===== src/rtl/gate_count_controller.sv =====
// Gate-and-count controller: tick-driven clear/count/save/display sequencing with saturating event counter.
// Optional macro SIG_SYNC_EN inserts a two-flop synchroniser on sig ahead of edge detection.
module gate_count_controller #(
  parameter int CNT_W      = 16,
  parameter int GATE_TICKS = 1,
  parameter int DISP_TICKS = 1
) (
  input  logic             clk,
  input  logic             reset,
  input  logic             in,
  input  logic             sig,
  input  logic             single,
  input  logic             start,
  output logic             clr,
  output logic             count,
  output logic             save,
  output logic             disp,
  output logic             busy,
  output logic             valid,
  output logic [CNT_W-1:0] result,
  output logic             ovf
);
  localparam int MAX_TICKS = (GATE_TICKS > DISP_TICKS) ? GATE_TICKS : DISP_TICKS;
  localparam int TW        = $clog2(MAX_TICKS + 1);
  localparam logic [TW-1:0] GATE_LAST = TW'(GATE_TICKS - 1);
  localparam logic [TW-1:0] DISP_LAST = TW'(DISP_TICKS - 1);

  localparam logic [2:0] S_IDLE  = 3'd0;
  localparam logic [2:0] S_CLR   = 3'd1;
  localparam logic [2:0] S_WAIT  = 3'd2;
  localparam logic [2:0] S_COUNT = 3'd3;
  localparam logic [2:0] S_SAVE  = 3'd4;
  localparam logic [2:0] S_DISP  = 3'd5;

  logic [2:0]       state, state_d;
  logic [TW-1:0]    tick_cnt;
  logic [CNT_W-1:0] cnt;
  logic             cnt_ovf;
  logic             in_q, sig_s, sig_q;
  logic             tick, sig_edge;

`ifdef SIG_SYNC_EN
  logic sig_m1, sig_m2;
  always_ff @(posedge clk or negedge reset) begin
    if (!reset) begin
      sig_m1 <= 1'b0;
      sig_m2 <= 1'b0;
    end else begin
      sig_m1 <= sig;
      sig_m2 <= sig_m1;
    end
  end
  assign sig_s = sig_m2;
`else
  assign sig_s = sig;
`endif

  always_ff @(posedge clk or negedge reset) begin
    if (!reset) begin
      in_q  <= 1'b0;
      sig_q <= 1'b0;
    end else begin
      in_q  <= in;
      sig_q <= sig_s;
    end
  end

  assign tick     = in & ~in_q;
  assign sig_edge = sig_s & ~sig_q;

  always_comb begin
    state_d = state;
    case (state)
      S_IDLE:  if (!single || start) state_d = S_CLR;
      S_CLR:   state_d = S_WAIT;
      S_WAIT:  if (tick) state_d = S_COUNT;
      S_COUNT: if (tick && tick_cnt == GATE_LAST) state_d = S_SAVE;
      S_SAVE:  state_d = S_DISP;
      S_DISP:  if (tick && tick_cnt == DISP_LAST) state_d = single ? S_IDLE : S_CLR;
      default: state_d = S_IDLE;
    endcase
  end

  // WAIT and SAVE both precede a tick-counted phase, so the counter is parked at zero there.
  always_ff @(posedge clk or negedge reset) begin
    if (!reset) begin
      state    <= S_IDLE;
      tick_cnt <= '0;
    end else begin
      state <= state_d;
      case (state)
        S_WAIT, S_SAVE:  tick_cnt <= '0;
        S_COUNT, S_DISP: if (tick) tick_cnt <= tick_cnt + TW'(1);
        default:         ;
      endcase
    end
  end

  // An edge arriving while the counter is already all-ones is lost and marks the gate as overflowed.
  always_ff @(posedge clk or negedge reset) begin
    if (!reset) begin
      cnt     <= '0;
      cnt_ovf <= 1'b0;
    end else if (state == S_CLR) begin
      cnt     <= '0;
      cnt_ovf <= 1'b0;
    end else if (state == S_COUNT && sig_edge) begin
      if (&cnt) cnt_ovf <= 1'b1;
      else      cnt     <= cnt + CNT_W'(1);
    end
  end

  always_ff @(posedge clk or negedge reset) begin
    if (!reset) begin
      result <= '0;
      ovf    <= 1'b0;
      valid  <= 1'b0;
    end else begin
      valid <= (state == S_SAVE);
      if (state == S_SAVE) begin
        result <= cnt;
        ovf    <= cnt_ovf;
      end
    end
  end

  assign clr   = (state == S_CLR);
  assign count = (state == S_COUNT);
  assign save  = (state == S_SAVE);
  assign disp  = (state == S_DISP);
  assign busy  = (state != S_IDLE);

endmodule


===== config.mk =====
export PLATFORM = sky130hd
export DESIGN_NAME = gate_count_controller
export DESIGN_NICKNAME = d
export VERILOG_FILES = /design/src/rtl/gate_count_controller.sv
export SDC_FILE = /design/constraint.sdc
export NUM_CORES = 1
export LEC_CHECK = 0
export ABC_CLOCK_PERIOD_IN_PS = 4400
export CAP_MARGIN = 15
export CORE_UTILIZATION = 48
export DETAILED_ROUTE_END_ITERATION = 16
export PLACE_DENSITY_LB_ADDON = 0.25
export SLEW_MARGIN = 10
export SYNTH_ARGS = -nofsm -noshare
export SYNTH_HDL_FRONTEND = slang
export SYNTH_SLANG_ARGS = --single-unit

===== constraint.sdc =====
create_clock -name clk -period 4.4 [get_ports clk]
set_clock_uncertainty 0.15 [all_clocks]
set_input_delay 0.66 -clock clk [delete_from_list [all_inputs] [get_ports clk]]
set_output_delay 0.66 -clock clk [all_outputs]
set_load 0.02 [all_outputs]

==> reports/results.ini, run 1 <==
[run_status]
status = finished, final reports clean

[yosys]
yosys.area.top_type = dfrtp_1
ys_dominant_reg_cell = dfrtp_1
yosysUniqueCellTypes = 44
synth_edf_count = 0
async_reset_ff_share_pct = 100.0
synth_top_family_by_area = simple AND/OR/NAND/NOR gates
syn_nets = 186
synthMuxAreaShare_pct = 11.74
synth_top_area_share_pct = 52.03
synth_xor_area_share_pct = 0.4442
synth-seq-cells = 41
synth_warnings = 0
synthSimpleGateAreaFrac_pct = 19.29
synth.avg_cell_area_um2 = 11.02
synth.area.top_cells = dfrtp_1 52%, mux2_2 9.7%, a21oi_1 3.3%
synth_fa_ha_area_share_pct = 0.6345
ys_seq_area_share_pct = 52.03
synth_area_mm2 = 0.001972
synth_compound_area_share_pct = 13.26
postSynthCellCount = 179

[critical_path]
path_class = flip-flop to output port
cpPeakStageDelay_ps = 690
crit_fanout = 13
worstPathArrival_ps = 2490
slowest_stage = clkdlybuf4s50_1
crit_path_end_kind = output port
cp-start-kind = flip-flop
crit_chain = nor2b_1 > nand2_1 > inv_1 > clkdlybuf4s50_1
worst-endpoint-required_ps = 3590
ff2ff_setup_slack_ps = 2090

[drt]
ant_nets = 0
drtIter0Drc = 88
route.detailed.drc = 0
routedWlPerCell_um = 15.63
vias = 1526
drt-pass1-iter-count = 4
routed_wl_mm = 4.017
viasPerCell = 5.938

[grt]
grt_pass1_vias = 1510
grt_pass1_wl_mm = 7.017
grt_max_degree = 42
antenna_found_initial = 0
grt_usage_pct = 22.00
grt.overflow.total = 0

[clock_tree]
cts_setup_buffers = 0
insertion_delay_ps = 300
htreeDepth = 2
clockRootBuffer = clkbuf_8
cts_buffers = 5
cts_tree = built
clock-sinks = 41
cts-resized-gates = 0
clock_path_buffers = 2
cts_hold_buf = 0
clk_pin_slew_ps = 80

[power]
leakagePower_nw = 1.048
peakVddDrop_v = 0.0003020
p_per_area_mw_per_mm2 = 473.5

[floorplan]
fp.dieArea_mm2 = 0.004369
die_h_um = 66.10
core_mm2 = 0.003799
io_pins = 29
die_w_um = 66.10
rows = 22
initial_core_util_pct = 51.91

[cells_and_area]
fillers = 302
drive_above_1_share_pct = 17.22
area_delta_synth_final_pct = 21.26
final_nets = 215
n_antenna_cell = 0

[placed_design]
port_buffers = 28
place_congestion = 0.8758
hpwl_mm = 2.823

[sta]
timing.setup.tns_ps = 0
rsz0062_at_grt = false
finalSetupViolations = 0
period_minus_slack_ps = 3300
final_max_slew_viol_count = 0
hold_viol = 0
period_share_pct = 75.01
slew_headroom_pct = 40.89
tightest_slew_ps = 878.5
whs_ps = 324.3
fmax_mhz = 303.0

[job]
max-cap-violations = 0

[min_path]
hp-class = input port to async pin

## cell type report
class,instances,area [µm²],area share [%]
clock inverters,1,5.005,0.2093
clock buffers,7,96.34,4.029
multi-input cells,125,894.6,37.42
inverters,5,18.77,0.7849
well taps,48,60.06,2.512
flip-flops and latches,41,1026,42.91
repair buffers,30,290.3,12.14
## critical path: cells and delay by family, from the launching register on
kind / cells / cell delay (ps)
and+or+nand+nor: 2 / 610
buffers and inverters: 2 / 1100
DFF: 1 / 490
## cells in the mapped netlist, types with 2 or more instances
cell type and n:
nand4_2 2, o31ai_1 5, mux2_2 17, nor2b_1 2, o211ai_1 2, and3_1 2
clkbuf_1 5, inv_1 5, or3b_2 2, a21oi_1 13, or4_1 3, nor2_1 6
or3_1 4, nor3b_1 3, nand2b_1 8, nand2_1 11, mux2i_1 4, nor4_1 3
a211oi_1 2, nor3_1 3, o21ai_0 7, and2_1 2, buf_2 2, dfrtp_1 41
o311ai_0 2, nand3_1 5
## logic make-up (layout without fill, tap and decap cells)
group | after synthesis | in the layout
AND/OR/NAND/NOR | 62 | 62
flip-flops | 41 | 41
AO/OA/AOI/OAI | 40 | 40
multiplexers | 21 | 21
buffers and inverters | 13 | 43
adder cells (fa/ha/maj) | 1 | 1
XOR/XNOR | 1 | 1
## power by group
group / leakage [nW] / total [mW] / internal, mW / switching, mW
sequential: 0.555 / 0.508 / 0.441 / 0.0676
combinational: 0.439 / 0.355 / 0.170 / 0.185
clock: 0.0542 / 0.269 / 0.142 / 0.128
total: 1.05 / 1.13 / 0.752 / 0.380
## worst paths after layout
path	depth (start not counted)	to	from
max	4	clr	state[0]
min	1	tick_cnt	reset
max reg2reg	5	cnt[1]	cnt[8]
min reg2reg	1	result[0]	result[0]
max in group asynchronous	1	cnt[15]	reset
min in group clk	1	result[0]	result[0]
## registers in the layout, indices dropped and copies added (netlist names)
signal and count:
cnt 16, cnt_ovf 1, in_q 1, ovf 1, result 16, sig_q 1
state 3, tick_cnt 1, valid 1
## routing by layer
metal | up-vias | GRT usage [%] | routed length [µm]
met5 | - | 0 | 0
met4 | 0 | 9.574 | 85
met3 | 11 | 7.414 | 220
met2 | 49 | 34.44 | 1947
met1 | 734 | 27.58 | 1764
li1 | 732 | - | -
## layout by cell type (no fill, tap or decap), types with 2 or more instances in the layout
cell             netlist  routed
inv_1                  5       5
nor4_1                 3       3
o31ai_1                5       5
clkdlybuf4s50_1        0      27
a21oi_1               13      13
clkbuf_8               0       7
nand4_2                2       2
or3b_2                 2       2
nand3_1                5       5
o311ai_0               2       2
and3_1                 2       2
and2_1                 2       2
nor2_1                 6       6
nand2_1               11      11
nor3_1                 3       3
a211oi_1               2       2
or3_1                  4       4
mux2_2                17      17
nor3b_1                3       3
o21ai_0                7       7
nor2b_1                2       2
o211ai_1               2       2
mux2i_1                4       4
dfrtp_1               41      41
nand2b_1               8       8
buf_4                  0       2
or4_1                  3       3
## metrics by stage
| stage | utilization, % | setup WS (ps) | std cells | total power, mW | instance area, µm² |
|---|---|---|---|---|---|
| 2_1_floorplan | - | 2084 | 179 | 0.7266 | 1972 |
| 3_3_place_gp | 60.28 | 1538 | 249 | 0.8535 | 2290 |
| 3_5_place_dp | 60.28 | 1451 | 249 | 0.8725 | 2290 |
| 4_1_cts | 62.94 | 1120 | 257 | 1.143 | 2391 |
| 5_1_grt | 62.94 | 911.8 | 257 | 1.205 | 2391 |
| 6_report | 62.94 | 1100 | 257 | 1.132 | 2391 |
(Power assumes the default switching activity.)
==> inputs of run 2 (changes only) <==
Settings changed: ABC_CLOCK_PERIOD_IN_PS 4400 to 3150.
Clock period 4.4 ns to 3.15 ns, I/O delays scaled along.
==> run 2 against run 1 <==
Compared with the run above:
- clock-buffer cell count fell by 2
- total power rose by 45%
- combinational power rose by 41%
- final cell count rose by 0.39%
- global-route usage rose by 0.55 points
- routed wire length rose by 2.5%
- largest cell class unchanged
- hold slack got worse by 190 ps
- critical path type unchanged
- die area did not move
- worst setup slack got worse by 820 ps
==> reports/results.ini, run 2 (synthesized netlist as in run 1, its figures left out) <==
[grt]
top_usage_layer = met2
grt_pass1_wl_mm = 7.307
grtUsageMet3_pct = 6.207
use_met1_pct = 30.04
grt.overflow.total = 0
antenna_found_initial = 0
grt_pass1_vias = 1539
grt_usage_pct = 22.56
met2_usage_pct = 35.20
grt_max_degree = 42

[sta]
tightest_slew_ps = 870.9
rsz0062_at_grt = false
timing.setup.tns_ps = 0
hold_viol = 0
period_share_pct = 90.96
finalSetupViolations = 0
final_max_slew_viol_count = 0
slew_headroom_pct = 41.94
period_minus_slack_ps = 2865
fmax_mhz = 349.0

[cells_and_area]
n_antenna_cell = 0
layout_common_cells = 41 x dfrtp_1, 27 x clkdlybuf4s50_1, 17 x mux2_2, 13 x a21oi_1, 11 x nand2_1
area_delta_synth_final_pct = 22.33
top_regs = cnt: 16 flops, result: 16 flops, state: 3 flops
final_nets = 216
fin_cells = 258
drive_above_1_share_pct = 17.62
layout_commonest_cell = dfrtp_1

[clock_tree]
insertion_delay_ps = 310
cts-resized-gates = 0
clock-sinks = 41
clock_path_buffers = 2
clockRootBuffer = clkbuf_8
cts_hold_buf = 0
cts_setup_buffers = 0
cts_buffers = 5
cts_tree = built
htreeDepth = 2
clk_pin_slew_ps = 80

[power]
peakVddDrop_v = 0.0004520
combPwrFrac_pct = 30.7
p_seq_share_pct = 43.3
leakagePower_nw = 1.054
p_per_area_mw_per_mm2 = 678.8
p_switching_uw = 542.5
p_int_mw = 1.095
switching_share_pct = 33.13
clkPwrFrac_pct = 26.1

[placed_design]
port_buffers = 28
place_congestion = 0.9031
placed_cells = 250
hpwl_mm = 2.787

[drt]
drtIter0Drc = 152
routedWlPerCell_um = 15.95
route.detailed.drc = 0
viasPerCell = 6.066
routed_wl_mm = 4.116
ant_nets = 0
drt-pass1-iter-count = 4
vias = 1565

[floorplan]
die_h_um = 66.10
fp.dieArea_mm2 = 0.004369
initial_core_util_pct = 51.91
rows = 22
io_pins = 29
die_w_um = 66.10
core_mm2 = 0.003799

[critical_path]
worst-endpoint-required_ps = 2530
slowest_stage = clkdlybuf4s50_1
path_class = flip-flop to output port
crit_buf_inv = 2
critPathTopFamily = buffers and inverters
crit_fanout = 11
worstPathArrival_ps = 2240
cp-start-kind = flip-flop
crit_chain = nor2b_1 > nand2_1 > inv_1 > clkdlybuf4s50_1
crit_path_end_kind = output port
cpPeakStageDelay_ps = 620

[job]
max-cap-violations = 0

[run_status]
status = finished, final reports clean

[min_path]
hp-class = input port to async pin

[run 2: cell types whose count changed in the layout (fill, tap and decap cells not counted)]
cell        before  now
clkinv_2         1    0
buf_4            2    3
clkinv_4         0    1
clkinvlp_4       0    1
bufinv_16        0    1
clkbuf_8         7    5
[run 2: worst paths after layout]
path                          start        end  slack [ps]  cells past startpoint
max                        state[0]        clr         280                      4
min                           reset   state[1]         130                      1
max reg2reg                state[0]    cnt[13]         940                      4
min reg2reg                 cnt_ovf    cnt_ovf         350                      2
max in group asynchronous     reset  result[0]        2170                      1
min in group clk            cnt_ovf    cnt_ovf         350                      2
[run 2: cell type report]
class	count	area (µm²)
clock buffers	5	68.82
multi-input cells	125	894.6
fillers	310	1386
clock inverters	3	46.29
repair buffers	31	297.8
well taps	48	60.06
flip-flops and latches	41	1026
inverters	5	18.77
[run 2: power by group through the flow]
| stage | sequential, mW | clock (mW) | combinational, mW |
|---|---|---|---|
| 4_1_cts | 0.709 | 0.437 | 0.508 |
| 3_3_place_gp | 0.710 | 0 | 0.493 |
| 6_report | 0.708 | 0.427 | 0.502 |
| 2_1_floorplan | 0.735 | 0 | 0.279 |
| 3_5_place_dp | 0.720 | 0 | 0.507 |
| 5_1_grt | 0.730 | 0.460 | 0.555 |
[run 2: stage by stage]
step | hold WS [ps] | cell area (µm²) | setup WS (ps) | power (mW) | utilization (%)
after global routing | 213.1 | 2412 | 130.6 | 1.745 | 63.50
after detailed placement | 340.6 | 2297 | 608.8 | 1.227 | 60.47
after CTS | 165.3 | 2412 | 285.1 | 1.653 | 63.50
final | 130.5 | 2412 | 284.7 | 1.637 | 63.50
after floorplan | 26.91 | 1972 | 1021 | 1.015 | -
after global placement | 339.7 | 2297 | 696.7 | 1.203 | 60.47
[run 2: per-layer routing]
layer	up-vias	wire (µm)
met4	0	60
met5	-	0
li1	729	-
met2	57	2013
met1	772	1781
met3	7	260
